**config.mk**
```make
export PLATFORM = sky130hd
export DESIGN_NAME = fetch_queue
export DESIGN_NICKNAME = d
export VERILOG_FILES = /design/src/rtl/fetch_queue.sv
export SDC_FILE = /design/constraint.sdc
export NUM_CORES = 1
export LEC_CHECK = 0
export ABC_AREA = 1
export CAP_MARGIN = 15
export CORE_MARGIN = 2
export CORE_UTILIZATION = 56
export DETAILED_ROUTE_END_ITERATION = 10
export GPL_ROUTABILITY_DRIVEN = 0
export PLACE_DENSITY_LB_ADDON = 0.1
export SLEW_MARGIN = 30
export SYNTH_ARGS = -nofsm -noshare
export SYNTH_HDL_FRONTEND = slang
export SYNTH_SLANG_ARGS = --single-unit
```
**constraint.sdc**
```tcl
create_clock -name clk -period 5 [get_ports clk]
set_input_delay 0.75 -clock clk [delete_from_list [all_inputs] [get_ports clk]]
set_output_delay 0.75 -clock clk [all_outputs]
set_load 0.02 [all_outputs]
```
**src/rtl/fetch_queue.sv**
```systemverilog
// rtl/fetch_queue.sv - instruction fetch queue between the I-cache and decode
//
// Purpose: issues sequential I-cache fetches, buffers the returned
// instructions with their PCs in a DEPTH-entry circular buffer and presents
// the oldest one to decode. A redirect flushes the buffer and any in-flight
// response and restarts fetching at the new target.
//
// Ports:
//   clk, rst                  clock (rising edge), asynchronous active-low reset
//   stall                     freeze all state, suppress fetch
//   redirect, redirect_pc     flush and refetch at redirect_pc (bits[1:0] ignored)
//   icache_re, icache_addr    fetch request and byte address
//   instruction               memory data, valid the cycle after icache_re
//   inst_valid, inst, inst_pc, inst_next_pc   head entry towards decode
//   inst_ready                decode takes the head this cycle
//   count                     number of stored entries
//
// Configuration macro: FETCH_QUEUE_BYPASS_EN -- when defined, a response that
// arrives while the buffer is empty is shown to decode in the same cycle.

module fetch_queue #(
  parameter int                PC_W     = 32,
  parameter int                DEPTH    = 4,
  parameter logic [PC_W-1:0]   RESET_PC = '0
) (
  input  logic                         clk,
  input  logic                         rst,
  input  logic                         stall,
  input  logic                         redirect,
  input  logic [PC_W-1:0]              redirect_pc,
  output logic                         icache_re,
  output logic [PC_W-1:0]              icache_addr,
  input  logic [31:0]                  instruction,
  output logic                         inst_valid,
  output logic [31:0]                  inst,
  output logic [PC_W-1:0]              inst_pc,
  output logic [PC_W-1:0]              inst_next_pc,
  input  logic                         inst_ready,
  output logic [$clog2(DEPTH+1)-1:0]   count
);

  localparam int AW = (DEPTH > 1) ? $clog2(DEPTH) : 1;
  localparam int CW = $clog2(DEPTH + 1);
  localparam logic [31:0] NOP = 32'h0000_0013;

  logic [PC_W-1:0] fetch_pc;
  logic [PC_W-1:0] flight_pc;
  logic            in_flight;
  logic [PC_W-1:0] last_pc;
  logic [AW-1:0]   rd_ptr;
  logic [AW-1:0]   wr_ptr;
  logic [CW-1:0]   cnt;
  logic [31:0]     buf_inst [DEPTH];
  logic [PC_W-1:0] buf_pc   [DEPTH];

  logic          run;
  logic          flush;
  logic [CW:0]   occupancy;
  logic          empty;
  logic          byp;
  logic          arrive;
  logic          enq;
  logic          head_deq;

  assign run   = ~stall;
  assign flush = run & redirect;
  assign empty = (cnt == '0);

  // Slots already promised: stored entries plus the response still in flight.
  assign occupancy = {1'b0, cnt} + {{CW{1'b0}}, in_flight};

  // Gated by rst so no request leaks out while reset is held.
  assign icache_re   = rst & run & (redirect | (occupancy < (CW+1)'(DEPTH)));
  assign icache_addr = redirect ? {redirect_pc[PC_W-1:2], 2'b00} : fetch_pc;

`ifdef FETCH_QUEUE_BYPASS_EN
  // A response landing on an empty buffer is shown directly; a flush in the
  // same cycle discards it instead.
  assign byp = in_flight & empty & ~flush;
`else
  assign byp = 1'b0;
`endif

  assign inst_valid   = ~empty | byp;
  assign inst         = ~empty ? buf_inst[rd_ptr] : (byp ? instruction : NOP);
  assign inst_pc      = ~empty ? buf_pc[rd_ptr]   : (byp ? flight_pc : last_pc);
  assign inst_next_pc = inst_pc + PC_W'(4);
  assign count        = cnt;

  // Redirect wins over both a dequeue and an arriving response.
  assign arrive   = run & ~redirect & in_flight;
  assign head_deq = run & ~redirect & ~empty & inst_ready;
  // A bypassed response taken by decode this cycle never occupies a slot.
  assign enq      = arrive & ~(byp & inst_ready);

  always_ff @(posedge clk or negedge rst) begin
    if (!rst) begin
      fetch_pc  <= RESET_PC;
      flight_pc <= '0;
      in_flight <= 1'b0;
      last_pc   <= '0;
      rd_ptr    <= '0;
      wr_ptr    <= '0;
      cnt       <= '0;
    end else if (run) begin
      in_flight <= icache_re;
      last_pc   <= inst_pc;
      if (icache_re) begin
        flight_pc <= icache_addr;
        fetch_pc  <= icache_addr + PC_W'(4);
      end
      if (redirect) begin
        rd_ptr <= '0;
        wr_ptr <= '0;
        cnt    <= '0;
      end else begin
        if (enq)      wr_ptr <= wr_ptr + AW'(1);
        if (head_deq) rd_ptr <= rd_ptr + AW'(1);
        cnt <= cnt + CW'(enq) - CW'(head_deq);
      end
    end
  end

  // Entry storage needs no reset: count and pointers decide what is visible.
  always_ff @(posedge clk) begin
    if (enq) begin
      buf_inst[wr_ptr] <= instruction;
      buf_pc[wr_ptr]   <= flight_pc;
    end
  end

endmodule

```
==> flow_metrics.py, run 1 <==
metrics = {
    "layout": {
        "drive_above_1_share_pct": 7.51,
        "ff_latch_area_sq_um": 10200,
        "multi_input_area_sq_um": 5580,
        "fill_cells": 2288,
        "diodes": 0,
        "fin_nets": 2141,
        "syn2layout_area_growth_pct": 21.1,
    },
    "drt": {
        "ant_nets": 0,
        "drtIter0Drc": 1105,
        "wl_mm": 40.5,
        "vias_per_cell": 5.31,
        "wire_per_inst_microns": 16.4,
        "first_pass_iters": 6,
        "drc_errors": 0,
        "vias": 13200,
    },
    "clock_tree": {
        "clk_latency_ps": 520,
        "cts.sinks": 358,
        "hold_buffers": 0,
        "cts_max_level": 2,
        "root_buffer": "clkbuf_16",
        "cts_resized": 0,
        "clk_pin_slew_worst_paths_ps": 70,
        "cts_buffer_depth": 3,
        "cts_made_buffers": 37,
        "cts_tree": "done",
        "post_cts_buffers": 0,
    },
    "synthesis": {
        "yosysWarnings": 0,
        "async_flop_share_pct": 28.5,
        "yosysUniqueCellTypes": 38,
        "synth_area_sq_um": 17000,
        "ys_ff_latch": 358,
        "synth.top_cell.area_share_pct": 45.1,
        "synth_ff_type": "edfxtp_1",
        "synth_edf_count": 256,
        "seq_area_frac_synth_pct": 60.1,
        "synthCells": 1886,
        "synthTopCellsByArea": "edfxtp_1, dfrtp_1, nand2_1, nor2_1, o21ai_0",
        "yosys.area.top_type": "edfxtp_1",
        "avgSynthCellArea_sq_um": 9.03,
        "synthesis.nets": 1965,
    },
    "grt": {
        "grt_max_degree": 96,
        "grt_pass1_vias": 12500,
        "grtUsageTotal_pct": 25.8,
        "grt_pass1_wl_mm": 64.0,
        "use_met1_pct": 37.0,
        "grt_util_met3_pct": 3.82,
        "overflow": 0,
        "grt.met2_usage_pct": 41.5,
        "antenna_found_initial": 0,
        "busiest_layer": "met2",
    },
    "sta": {
        "rsz0062_at_grt": "false",
        "slew_viol_final": 0,
        "fin_worst_skew_ps": 19.8,
        "setup_violations": 0,
        "worst_pin_slew_ps": 881,
        "slew_headroom_pct": 40.7,
        "hold_viol": 0,
        "fmax_mhz": 217,
        "setup_tns_ps": 0,
        "finalCritPeriodShare_pct": 92.2,
        "post-route-min-period_ps": 4610,
        "worst_hold_slack_ps": 446,
    },
    "floorplanning": {
        "die_w_microns": 178,
        "num_rows": 63,
        "pin_count": 202,
        "initial_utilization_pct": 57.2,
        "die_h_microns": 178,
        "coreArea_sq_um": 29800,
        "die_area_sq_um": 31800,
    },
    "setup_path": {
        "path_class": "reg2out",
        "required_ps": 4250,
        "start_kind": "register",
        "arrival_ps": 3860,
        "end_kind": "output pin",
        "critical_path.max_fanout": 59,
    },
    "outcome": {
        "status": "finished clean",
    },
    "power_and_ir_drop": {
        "leakage_uw": 0.00862,
        "irDropWorstVdd_v": 0.000237,
        "power_density_nw_per_um2": 492,
    },
    "min_path": {
        "min_path_type": "in2async",
    },
    "placement": {
        "place.detailed.hpwl_mm": 26.2,
        "portBuffers": 199,
    },
    "job": {
        "cap_violations": 0,
    },
}
final timing paths:
| kind | startpoint | end | slack (ps) | cells after the start |
|---|---|---|---|---|
| setup / recovery | count[1] | inst_next_pc[18] | 390 | 11 |
| hold / removal | rst | last_pc[30] | 450 | 2 |
| setup reg to reg | count[1] | count[2] | 2590 | 12 |
| hold reg to reg | last_pc[25] | last_pc[25] | 480 | 2 |
| max in group asynchronous | rst | rd_ptr[0] | 3300 | 3 |
| min in group clk | last_pc[25] | last_pc[25] | 480 | 2 |
cells by family after synthesis:
group | synth area share, %
XOR/XNOR | 1.49
multiplexers | 0.0588
AND/OR/NAND/NOR | 23.0
buffers and inverters | 7.33
AO/OA/AOI/OAI | 7.20
adder cells (fa/ha/maj) | 0.779
flip-flops | 60.1
layout make-up:
class	instances	share of cell area [%]
flip-flops and latches	358	49.7
multi-input cells	1228	27.0
repair buffers	221	10.5
clock buffers	49	5.16
inverters	216	3.94
well taps	390	2.37
clock inverters	18	1.29
synth_stat cells (2+ instances only):
library cell and n:
or2_2 16, buf_6 5, nor2_4 3, clkbuf_1 29, nand4_1 13, inv_2 9
nand2_2 10, a21oi_1 33, o22ai_1 4, buf_1 4, buf_4 11, dfrtp_1 102
clkinv_1 2, edfxtp_1 256, o21ai_1 18, nand3_1 115, ha_1 9, inv_1 205
nor2_1 253, nand2_1 530, nor3_2 2, o21ai_0 156, nand3_2 2, nor2_2 12
buf_2 35, xor2_1 29, o21ai_2 9, o311ai_0 3, o211ai_1 2
state kept, by name (all words and copies together), names as in the netlist:
register   flops
in_flight      1
rd_ptr         2
buf_pc       128
count          3
buf_inst     128
flight_pc     30
last_pc       32
wr_ptr         2
fetch_pc      32
critical path, stage by stage (launching register included):
cell             delay [ps]
dfrtp_1                 480
nor2_1                   90
nand2_2                 340
buf_4                   540
or2_2                   210
nand2_1                 130
nor2_1                  190
nand2_2                 130
nor2_2                  270
nand2_1                 110
xor2_1                  190
clkdlybuf4s50_1         630
stage by stage:
step | instance area [sq um] | util, % | setup slack [ps] | power [uW] | cells
3_3_place_gp | 19300 | 64.7 | 1010 | 7180 | 2413
2_1_floorplan | 17000 | - | 382 | 5820 | 1886
6_report | 20600 | 69.2 | 388 | 10100 | 2480
5_1_grt | 20600 | 69.2 | 168 | 10700 | 2480
3_5_place_dp | 19300 | 64.7 | 951 | 7250 | 2413
4_1_cts | 20600 | 69.2 | 389 | 10200 | 2480
layer usage:
layer | share of wire [%] | vias to the layer above
met3 | 7.9 | 60
met2 | 46 | 508
met4 | 2.0 | 0
li1 | - | 6458
met1 | 44 | 6138
met5 | 0 | -
power by group:
part	switching (uW)	total, uW	internal, uW
Sequential	216	3750	3540
Combinational	2160	3460	1300
Clock	1120	2930	1820
placed cells by master, fill, tap and decap left out, drive strengths merged, types with 2 or more instances in the layout:
| cell type | Yosys | routed |
|---|---|---|
| a21oi | 33 | 33 |
| buf | 55 | 25 |
| bufinv | 0 | 6 |
| clkbuf | 29 | 49 |
| clkdlybuf4s50 | 0 | 196 |
| clkinv | 2 | 13 |
| clkinvlp | 0 | 2 |
| dfrtp | 102 | 102 |
| edfxtp | 256 | 256 |
| ha | 9 | 9 |
| inv | 214 | 213 |
| nand2 | 540 | 540 |
| nand3 | 117 | 117 |
| nand4 | 13 | 13 |
| nor2 | 268 | 268 |
| nor3 | 3 | 3 |
| o211ai | 2 | 2 |
| o21ai | 184 | 184 |
| o22ai | 4 | 4 |
| o311ai | 3 | 3 |
| or2 | 16 | 16 |
| xor2 | 29 | 29 |
Power figures use the tool's default switching activity.
==> run 2: changes to the inputs <==
--- a/config.mk
+++ b/config.mk
@@ -8,7 +8,7 @@
 export ABC_AREA = 1
 export CAP_MARGIN = 15
 export CORE_MARGIN = 2
-export CORE_UTILIZATION = 56
+export CORE_UTILIZATION = 30
 export DETAILED_ROUTE_END_ITERATION = 10
 export GPL_ROUTABILITY_DRIVEN = 0
 export PLACE_DENSITY_LB_ADDON = 0.1
==> run 2 against run 1 <==
Effect of this change: wire length is 22% higher; sequential power hardly changed; design area is 2.7% higher; cell count is 15% higher; sequential cell count stayed put; non-clock buffer count is 9 higher; clock skew is 8.7 ps lower; clock-buffer cell count is 7 higher; via count is 2.8% lower; critical path type unchanged.
==> flow_metrics.py, run 2 (synthesized netlist as in run 1, its figures left out) <==
metrics = {
    "sta": {
        "fmax_mhz": 214,
        "worst_pin_slew_ps": 846,
        "setup_violations": 0,
        "rsz0062_at_grt": "false",
        "hold_viol": 0,
        "fin_worst_skew_ps": 11.1,
        "slew_viol_final": 0,
        "slew_headroom_pct": 43.6,
        "worst_hold_slack_ps": 203,
        "setup_tns_ps": 0,
        "finalCritPeriodShare_pct": 93.3,
        "post-route-min-period_ps": 4670,
    },
    "clock_tree": {
        "root_buffer": "clkbuf_16",
        "post_cts_buffers": 0,
        "cts_max_level": 2,
        "cts.sinks": 358,
        "cts_made_buffers": 42,
        "hold_buffers": 0,
        "clk_latency_ps": 550,
        "cts_buffer_depth": 3,
        "cts_resized": 0,
        "clk_pin_slew_worst_paths_ps": 60,
        "cts_tree": "done",
    },
    "floorplanning": {
        "die_h_microns": 242,
        "num_rows": 87,
        "initial_utilization_pct": 30.3,
        "pin_count": 202,
        "die_area_sq_um": 58700,
        "coreArea_sq_um": 56300,
        "die_w_microns": 242,
    },
    "layout": {
        "layout_commonest_cell": "nand2_1",
        "reg.largest.list": "buf_inst x128, buf_pc x128",
        "fin_nets": 2155,
        "drive_above_1_share_pct": 7.69,
        "diodes": 0,
        "syn2layout_area_growth_pct": 24.4,
        "layout_common_cells": "nand2_1, edfxtp_1, nor2_1",
        "fill_cells": 5780,
    },
    "power_and_ir_drop": {
        "p_int_uw": 6630,
        "p_clk_share_pct": 28.5,
        "p_sw_share_pct": 35.9,
        "switching_power_uw": 3710,
        "p_seq_share_pct": 36.4,
        "irDropWorstVdd_v": 0.000259,
        "power_frac_comb_pct": 35.1,
        "power_density_nw_per_um2": 488,
        "total_power_uw": 10300,
        "leakage_uw": 0.00867,
    },
    "drt": {
        "met2_wirelength_mm": 22.7,
        "vias": 12800,
        "wire_per_inst_microns": 17.3,
        "drc_errors": 0,
        "drtIter0Drc": 894,
        "met1_length_mm": 23.9,
        "first_pass_iters": 5,
        "ant_nets": 0,
        "highest_layer": "met4",
        "wl_mm": 49.5,
        "vias_per_cell": 4.47,
        "route.met3.wl_mm": 2.01,
    },
    "job": {
        "cap_violations": 0,
    },
    "outcome": {
        "status": "finished clean",
    },
    "setup_path": {
        "path_cells": "clkinv_2 -> o21ai_0 -> o21ai_0 -> nand2_1 -> nand2_1 -> ha_1 -> nand2_2 -> nor2_2 -> nand2_1 -> xor2_1 -> clkdlybuf4s50_1",
        "end_kind": "output pin",
        "start_kind": "register",
        "critPathBufInv": 2,
        "critical_path.max_fanout": 28,
        "max_stage_delay_ps": 670,
        "path_class": "reg2out",
        "required_ps": 4250,
        "cpMostUsedCell": "nand2_1",
        "crit_family": "buffers and inverters",
        "arrival_ps": 3920,
        "cp_slowest_cell": "clkdlybuf4s50_1",
    },
    "grt": {
        "overflow": 0,
        "grt_max_degree": 93,
        "grt_pass1_wl_mm": 76.3,
        "antenna_found_initial": 0,
        "grt_pass1_vias": 12600,
        "grtUsageTotal_pct": 16.8,
    },
    "placement": {
        "portBuffers": 199,
        "place.detailed.hpwl_mm": 32.3,
    },
    "min_path": {
        "min_path_type": "in2async",
    },
}
run 2: cell count changes in the layout (fill, tap and decap cells not counted):
cell | before | now
buf_4 | 20 | 24
clkbuf_1 | 5 | 13
clkinv_2 | 6 | 7
buf_12 | 2 | 7
clkbuf_16 | 39 | 43
clkinv_4 | 3 | 2
clkinv_8 | 1 | 0
bufinv_16 | 6 | 3
clkinv_1 | 3 | 8
clkbuf_8 | 5 | 0
inv_6 | 0 | 1
run 2: layout make-up:
type | count | area [sq um] | area share [%]
clock buffers | 56 | 1120 | 5.31
clock inverters | 20 | 184 | 0.868
inverters | 216 | 812 | 3.83
multi-input cells | 1228 | 5580 | 26.3
flip-flops and latches | 358 | 10200 | 48.3
well taps | 756 | 946 | 4.46
repair buffers | 230 | 2300 | 10.9
run 2: worst register-to-register path: cells and delay by family, from the launching register on:
kind                   cells  cell delay [ps]
buffers and inverters      3             1390
AO/OA/AOI/OAI              4              730
flip-flops                 1              430
AND/OR/NAND/NOR            2              110
run 2: stage by stage:
| stage | util (%) | worst slack, ps | instance area, sq um | std cells |
|---|---|---|---|---|
| finish | 37.7 | 333 | 21200 | 2864 |
| global route | 37.7 | 26.3 | 21200 | 2864 |
| CTS | 37.6 | 285 | 21200 | 2864 |
| detailed placement | 35.3 | 903 | 19900 | 2788 |
| global placement | 35.3 | 961 | 19900 | 2788 |
| floorplan | - | 382 | 17000 | 1886 |
run 2: worst paths after layout:
check	start	endpoint	slack, ps	cells after the start
min in group clk	fetch_pc[30]	fetch_pc[30]	480	2
worst max register to register	rd_ptr[0]	last_pc[31]	2240	9
worst min register to register	fetch_pc[30]	fetch_pc[30]	480	2
worst max-delay path	rd_ptr[0]	inst_next_pc[16]	330	11
worst min-delay path	rst	fetch_pc[2]	200	1
max in group asynchronous	rst	rd_ptr[0]	3690	2
run 2: routing by layer:
layer / GRT usage, % / vias to the layer above
met5: 0 / -
met4: 3.90 / 0
met3: 3.09 / 57
met2: 26.9 / 238
met1: 23.6 / 6022
li1: - / 6483
run 2: power groups by stage:
stage | Clock [uW] | Sequential (uW) | Combinational, uW
2_1_floorplan | 0 | 3730 | 2080
5_1_grt | 3180 | 3810 | 3980
3_3_place_gp | 0 | 3810 | 3660
6_report | 2950 | 3760 | 3630
4_1_cts | 3060 | 3770 | 3680
3_5_place_dp | 0 | 3820 | 3670
